<file path="src/rtl/fp16_mac_pkg.sv">
// Shared definitions for the FP16 multiply-accumulate control path.
//   FP16_ONE / FP16_ZERO : encodings used by the sequencer to build issue slots
//   MAC_PIPE_LAT         : operand-register to accumulator-output latency of the MAC
//   seq_state_t          : sequencer FSM state encoding
//   fp16_neg()           : sign flip (exact for every encoding, NaN included)
package fp16_mac_pkg;

  localparam logic [15:0] FP16_ONE  = 16'h3C00;
  localparam logic [15:0] FP16_ZERO = 16'h0000;

  // Cycles from a registered operand pair to its product landing in mac_acc.
  localparam int MAC_PIPE_LAT = 3;

  typedef enum logic [2:0] {
    IDLE,
    FLUSH,
    CLR,
    CLR_DRAIN,
    ISSUE,
    DRAIN,
    CAPTURE
  } seq_state_t;

  function automatic logic [15:0] fp16_neg(input logic [15:0] x);
    return {~x[15], x[14:0]};
  endfunction

endpackage

</file>
<file path="src/rtl/fp16_dot_sequencer_if.sv">
// Host-side bundle of the dot-product sequencer: vector start request,
// operand-pair stream (valid/ready) and the per-vector result.
//   master : host driving start/vec_len/operands, observing ready/busy/result
//   slave  : the sequencer
interface fp16_dot_sequencer_if #(
  parameter int LEN_W = 8
);
  logic             start;
  logic [LEN_W-1:0] vec_len;
  logic             in_valid;
  logic             in_ready;
  logic [15:0]      in_a;
  logic [15:0]      in_b;
  logic             busy;
  logic             res_valid;
  logic [15:0]      res_data;

  modport master (
    output start, vec_len, in_valid, in_a, in_b,
    input  in_ready, busy, res_valid, res_data
  );

  modport slave (
    input  start, vec_len, in_valid, in_a, in_b,
    output in_ready, busy, res_valid, res_data
  );
endinterface

</file>
<file path="src/rtl/mac_kill_delay.sv">
// Delay line for the per-slot kill flag. The MAC gates the product at its
// second pipeline register, so the kill must trail the operands by DLY cycles.
//   clk, rst  : clock, asynchronous active-high reset
//   kill_in   : kill flag of the slot being issued this cycle
//   kill_out  : mac_stop, kill_in delayed by DLY cycles
module mac_kill_delay #(
  parameter int DLY = 2
) (
  input  logic clk,
  input  logic rst,
  input  logic kill_in,
  output logic kill_out
);

  logic [DLY-1:0] sr;

  // NOTE: sequential state uses non-blocking assignments so every stage
  // samples the previous stage's old value, independent of statement order.
  always_ff @(posedge clk or posedge rst) begin
    if (rst) begin
      // Reset to all ones: anything still inside the MAC pipeline is killed.
      sr <= '1;
    end else begin
      sr[0] <= kill_in;
      for (int i = 1; i < DLY; i++) begin
        sr[i] <= sr[i-1];
      end
    end
  end

  assign kill_out = sr[DLY-1];

endmodule

</file>
<file path="src/rtl/fp16_dot_sequencer.sv">
// Control stage in front of the FP16 MAC. For each vector it flushes the MAC,
// cancels the (unresettable) accumulator with acc + (-acc)*1.0, streams the
// operand pairs, waits for the pipeline to drain and captures the result.
//   clk, rst           : clock, asynchronous active-high reset
//   host (slave)       : start/vec_len, in_valid/in_ready/in_a/in_b, busy,
//                        res_valid/res_data
//   mac_num_a/mac_num_b: registered operands to the MAC
//   mac_stop           : product kill, STOP_DLY cycles behind its operands
//   mac_acc            : accumulator output from the MAC
module fp16_dot_sequencer
  import fp16_mac_pkg::*;
#(
  parameter int LEN_W     = 8,
  parameter int STOP_DLY  = 2,
  parameter int DRAIN_CYC = MAC_PIPE_LAT + 1
) (
  input  logic                  clk,
  input  logic                  rst,
  fp16_dot_sequencer_if.slave   host,
  output logic [15:0]           mac_num_a,
  output logic [15:0]           mac_num_b,
  output logic                  mac_stop,
  input  logic [15:0]           mac_acc
);

  localparam int              CNT_W    = $clog2(DRAIN_CYC + 1);
  localparam logic [CNT_W-1:0] CNT_LAST = CNT_W'(DRAIN_CYC - 1);

  seq_state_t       state;
  logic [CNT_W-1:0] dly_cnt;
  logic [LEN_W-1:0] rem_cnt;
  logic             dly_done;
  logic             hs;
  logic [15:0]      slot_a;
  logic [15:0]      slot_b;
  logic             slot_kill;
  logic             res_valid_q;
  logic [15:0]      res_data_q;

  assign host.in_ready  = (state == ISSUE);
  assign host.busy      = (state != IDLE);
  assign host.res_valid = res_valid_q;
  assign host.res_data  = res_data_q;

  assign hs       = (state == ISSUE) && host.in_valid;
  assign dly_done = (dly_cnt == CNT_LAST);

  // Issue slot for this cycle: bubble unless clearing or accepting a pair.
  // NOTE: every output gets a default before the conditionals so the block
  // stays purely combinational (no latch on any path).
  always_comb begin
    slot_a    = FP16_ZERO;
    slot_b    = FP16_ZERO;
    slot_kill = 1'b1;
    if (state == CLR) begin
      // -acc * 1.0 added to acc gives +0 exactly; a NaN accumulator stays NaN.
      slot_a    = fp16_neg(mac_acc);
      slot_b    = FP16_ONE;
      slot_kill = 1'b0;
    end else if (hs) begin
      slot_a    = host.in_a;
      slot_b    = host.in_b;
      slot_kill = 1'b0;
    end
  end

  always_ff @(posedge clk or posedge rst) begin
    if (rst) begin
      mac_num_a <= FP16_ZERO;
      mac_num_b <= FP16_ZERO;
    end else begin
      mac_num_a <= slot_a;
      mac_num_b <= slot_b;
    end
  end

  mac_kill_delay #(
    .DLY (STOP_DLY)
  ) u_kill_delay (
    .clk      (clk),
    .rst      (rst),
    .kill_in  (slot_kill),
    .kill_out (mac_stop)
  );

  always_ff @(posedge clk or posedge rst) begin
    if (rst) begin
      state       <= IDLE;
      dly_cnt     <= '0;
      rem_cnt     <= '0;
      res_valid_q <= 1'b0;
      res_data_q  <= FP16_ZERO;
    end else begin
      res_valid_q <= 1'b0;
      unique case (state)
        IDLE: begin
          if (host.start) begin
            rem_cnt <= host.vec_len;
            dly_cnt <= '0;
            state   <= FLUSH;
          end
        end
        FLUSH: begin
          if (dly_done) begin
            dly_cnt <= '0;
            state   <= CLR;
          end else begin
            dly_cnt <= dly_cnt + CNT_W'(1);
          end
        end
        CLR: begin
          dly_cnt <= '0;
          state   <= CLR_DRAIN;
        end
        CLR_DRAIN: begin
          if (dly_done) begin
            dly_cnt <= '0;
            state   <= (rem_cnt == '0) ? CAPTURE : ISSUE;
          end else begin
            dly_cnt <= dly_cnt + CNT_W'(1);
          end
        end
        ISSUE: begin
          if (hs) begin
            rem_cnt <= rem_cnt - LEN_W'(1);
            if (rem_cnt == LEN_W'(1)) begin
              state <= DRAIN;
            end
          end
        end
        DRAIN: begin
          if (dly_done) begin
            dly_cnt <= '0;
            state   <= CAPTURE;
          end else begin
            dly_cnt <= dly_cnt + CNT_W'(1);
          end
        end
        CAPTURE: begin
          res_data_q  <= mac_acc;
          res_valid_q <= 1'b1;
          state       <= IDLE;
        end
        default: state <= IDLE;
      endcase
    end
  end

endmodule

</file>
<file path="src/flat_wrapper.sv">
// flat-port wrapper written by rule: the top's interface ports become plain ports
module fp16_dot_sequencer_flat import fp16_mac_pkg::*;
#(
  parameter int LEN_W     = 8,
  parameter int STOP_DLY  = 2,
  parameter int DRAIN_CYC = MAC_PIPE_LAT + 1
)
  (clk, rst, mac_num_a, mac_num_b, mac_stop, mac_acc, host_start, host_vec_len, host_in_valid, host_in_a, host_in_b, host_in_ready, host_busy, host_res_valid, host_res_data);
  fp16_dot_sequencer_if #(.LEN_W(LEN_W)) host_i ();
  input  logic clk;
  input  logic rst;
  output logic [15:0] mac_num_a;
  output logic [15:0] mac_num_b;
  output logic mac_stop;
  input  logic [15:0] mac_acc;
  input wire logic [$bits(host_i.start)-1:0] host_start;
  input wire logic [$bits(host_i.vec_len)-1:0] host_vec_len;
  input wire logic [$bits(host_i.in_valid)-1:0] host_in_valid;
  input wire logic [$bits(host_i.in_a)-1:0] host_in_a;
  input wire logic [$bits(host_i.in_b)-1:0] host_in_b;
  output wire logic [$bits(host_i.in_ready)-1:0] host_in_ready;
  output wire logic [$bits(host_i.busy)-1:0] host_busy;
  output wire logic [$bits(host_i.res_valid)-1:0] host_res_valid;
  output wire logic [$bits(host_i.res_data)-1:0] host_res_data;
  assign host_i.start = host_start;
  assign host_i.vec_len = host_vec_len;
  assign host_i.in_valid = host_in_valid;
  assign host_i.in_a = host_in_a;
  assign host_i.in_b = host_in_b;
  assign host_in_ready = host_i.in_ready;
  assign host_busy = host_i.busy;
  assign host_res_valid = host_i.res_valid;
  assign host_res_data = host_i.res_data;
  fp16_dot_sequencer #(.LEN_W(LEN_W), .STOP_DLY(STOP_DLY), .DRAIN_CYC(DRAIN_CYC)) u_core (.clk(clk), .rst(rst), .host(host_i), .mac_num_a(mac_num_a), .mac_num_b(mac_num_b), .mac_stop(mac_stop), .mac_acc(mac_acc));
endmodule
</file>
<file path="config.mk">
export PLATFORM = sky130hd
export DESIGN_NAME = fp16_dot_sequencer_flat
export DESIGN_NICKNAME = d
export VERILOG_FILES = /design/src/rtl/fp16_mac_pkg.sv /design/src/rtl/fp16_dot_sequencer_if.sv /design/src/rtl/mac_kill_delay.sv /design/src/rtl/fp16_dot_sequencer.sv /design/src/flat_wrapper.sv
export SDC_FILE = /design/constraint.sdc
export NUM_CORES = 1
export LEC_CHECK = 0
export ABC_CLOCK_PERIOD_IN_PS = 2800
export BUFFER_PORTS_ARGS = -buffer_cell sky130_fd_sc_hd__buf_2
export CAP_MARGIN = 25
export CORE_MARGIN = 3
export CORE_UTILIZATION = 25
export DETAILED_ROUTE_END_ITERATION = 12
export PLACE_DENSITY_LB_ADDON = 0.1
export SETUP_SLACK_MARGIN = 0.15
export SLEW_MARGIN = 20
export SYNTH_ARGS = -nofsm -noshare
export SYNTH_HDL_FRONTEND = slang
export SYNTH_SLANG_ARGS = --single-unit
</file>
<file path="constraint.sdc">
create_clock -name clk -period 2.8 [get_ports clk]
set_clock_uncertainty 0.15 [all_clocks]
set_input_delay 0.56 -clock clk [delete_from_list [all_inputs] [get_ports clk]]
set_output_delay 0.56 -clock clk [all_outputs]
set_load 0.02 [all_outputs]
</file>
==> results by group <==
Run status
  • Status: finished, final reports clean

STA
  • Slew @ Worst Pin: between 0.7 and 0.8 ns
  • Final min period: between 2 and 2.5 ns
  • Period utilisation layout: 87.7%
  • Setup TNS: 0 ns
  • Fmax: 407 MHz
  • RSZ-0062 raised after global routing: false
  • Hold Vio Cnt, Final: 0
  • # setup viols final: 0
  • Headroom to the max-slew limit: about half
  • Slew Viols, Final: 0

Place
  • IO Port Bufs: ~110
  • Hpwl dp: roughly 5300 µm
  • RD Place Congestion: approximately 0.8

Clock tree
  • CTS buffer count: 9
  • Post-CTS Repair Setup Buffers: 0
  • Clock Latency Late Sink: roughly 0.33 ns
  • Reg clk slew, reported paths: 0.08 ns
  • CTS root buffer: clkbuf_8
  • H-tree Lvls: 3
  • Bufs on Longest Clock Path: 2
  • CTS tree: done
  • CTS sink count: 65
  • Post-CTS Resized: 0
  • Hold buffer count at cts: 0

Critical path
  • Critical Path Max Stage Delay: approximately 0.6 ns
  • Worst-path maximum fanout: 13
  • Crit end category: output port
  • Crit path DAT: about 1.8 ns
  • Critical path's slowest cell: dfrtp_1
  • Crit path cell chain: or3b_1 > inv_2 > buf_2
  • Critical Path Start Type: flip-flop
  • CP Data Required Time: between 2 and 2.5 ns
  • Crit Path Category: flip-flop to output port

Power and ir drop
  • LEAKAGE: 1.93 nW
  • Power Total: roughly 0.0036 W
  • Sequential share of power: 40.0%
  • P_sw: around 0.0014 W
  • Switching portion of total power: 37.1%
  • Clk pwr share: 24.2%
  • Int Pwr: 0.00230 W
  • VDD IR max: ~0.00031 V
  • Combinational power share: between 30% and 40%
  • Power per standard cell area: between 1000 and 1500 nW/µm²

Global routing
  • Initial antenna violation count: 0
  • Pin count of the biggest net entering global routing: 36
  • Global-route wire length before repair: roughly 12000 µm
  • Total gr overflow: 0
  • Vias in the first global route: ~2300
  • Total GRT Usage: between 10% and 20%

Final layout
  • Syn-to-layout area delta: 33.0%
  • Fin nets: 401
  • Fraction of layout instances using a drive strength above 1: between 40% and 50%
  • Most frequent cells in the layout: 111 x buf_2, 63 x dfrtp_1, 17 x nand2_1
  • Diodes inserted: 0
  • Commonest non-fill, non-tap cell in the layout: buf_2

Drt
  • Vias per cell: around 4.5
  • Final ANT Viol Nets: 0
  • DRC viols: 0
  • Drt wl/cell: between 10 and 15 µm
  • TritonRoute pass-1 iters: 4
  • Total number of vias: 2144
  • Final wirelength: 7170 µm
  • First-iteration detailed-routing DRC count: between 80 and 90

Yosys
  • Most used DFF post-synth: dfrtp_1
  • Synth unique cells: 49
  • Post-Syn Area: about 2700 µm²
  • Synthesized net count: 287
  • EDFF count, synth: 0
  • Mean Syn Cell Area: between 10 and 15 µm²
  • Synth warnings: 0
  • Syn Inst Count: around 220
  • Yosys reg bits: 65
  • Seq/Total Area, Yosys: 59.4%
  • FFs w/ async S/R, synth: 100%

Floorplanning
  • I/O pin total: about 110
  • Starting Density: 26.1%
  • Chip Width: between 100 and 150 µm
  • Cell Rows: 37
  • Die area: between 10000 and 15000 µm²
  • CORE AREA: roughly 11000 µm²
  • Die height: between 100 and 150 µm

Run
  • # Max-Cap Violations: 0

Min path
  • Hold Path Class: input port to async pin
==> routing by layer <==
| metal | vias to the layer above | wire length (µm) | track usage [%] |
|---|---|---|---|
| met4 | 0 | 101 | 4.19 |
| met3 | 9 | 478 | 4.53 |
| met2 | 79 | 3150 | 18.3 |
| li1 | 1015 | - | - |
| met1 | 1041 | 3430 | 16.3 |
| met5 | - | 0 | 0 |
==> registers in the layout (all words and copies together), names as in the netlist <==
| name | count |
|---|---|
| u_core.dly_cnt | 3 |
| u_core.state | 3 |
| u_core.mac_num_a | 16 |
| u_core.host.res_valid | 1 |
| u_core.host.res_data | 16 |
| u_core.rem_cnt | 8 |
| u_core.u_kill_delay.sr | 2 |
| u_core.mac_num_b | 16 |
==> cells in the mapped netlist (all sizes together), types with 5 or more instances <==
cell type / instances / area, µm²
a21oi: 10 / 50.1
nand2: 17 / 63.8
mux2: 17 / 225
and2: 12 / 75.1
o21ai: 10 / 50.0
nor2: 10 / 40.0
dfrtp: 63 / 1580
buf: 9 / 65.1
a22o: 15 / 131
inv: 8 / 32.5
clkbuf: 5 / 20.0
==> power by group through the flow <==
stage               clock network [W]  registers, W  logic [W]
detailed placement                  0       0.00148    0.00133
floorplan                           0       0.00163   0.000736
global route                 0.000969       0.00151    0.00145
CTS                          0.000923       0.00146    0.00133
finish                       0.000883       0.00146    0.00131
global placement                    0       0.00148    0.00132
==> critical path: cells and delay by family, from the launching register on <==
kind	cells	cell delay (ns)
DFF	1	0.60
and+or+nand+nor	1	0.52
buffers and inverters	2	0.30
==> worst paths after layout <==
path	start	end	slack, ns	depth (start not counted)
max	u_core.state[2]$_DFFE_PP0P_	host_in_ready	0.34	3
min	rst	u_core.mac_num_b[15]$_DFF_PP0_	0.20	2
max reg2reg	u_core.state[2]$_DFFE_PP0P_	u_core.host.res_data[9]$_DFFE_PP0P_	0.70	3
min reg2reg	u_core.u_kill_delay.sr[0]$_DFF_PP1_	u_core.u_kill_delay.sr[1]$_DFF_PP1_	0.21	0
max in group asynchronous	rst	u_core.host.res_data[4]$_DFFE_PP0P_	1.61	3
min in group clk	u_core.u_kill_delay.sr[0]$_DFF_PP1_	u_core.u_kill_delay.sr[1]$_DFF_PP1_	0.21	0
==> cells by family (layout without fill, tap and decap cells) <==
kind of cell | after synthesis | in the layout | synth area share (%)
flops | 65 | 65 | 59.4
simple gates | 61 | 61 | 12.2
compound gates | 54 | 54 | 14.1
buf+inv | 22 | 141 | 4.29
mux | 17 | 17 | 8.21
fa+ha+maj | 4 | 4 | 1.82
==> stage by stage <==
step	cell area [µm²]	worst slack [ns]	hold WS, ns	std cells	util (%)
after floorplan	2740	0.467	0.195	223	-
after global placement	3430	0.740	0.199	462	32.6
after detailed placement	3430	0.707	0.197	462	32.6
after CTS	3650	0.321	0.207	478	34.7
after global routing	3650	0.243	0.215	478	34.7
final	3650	0.344	0.203	478	34.7
==> area by class of cell <==
class,count,area (µm²)
inverter,8,32.5
fill,1078,6860
tap,136,170
clock buffer,10,128
sequential,65,1630
multi-input combinational,136,997
clock inverter,6,91.3
timing repair buffer,117,601
Note: power is estimated with default switching activity, not from simulation.
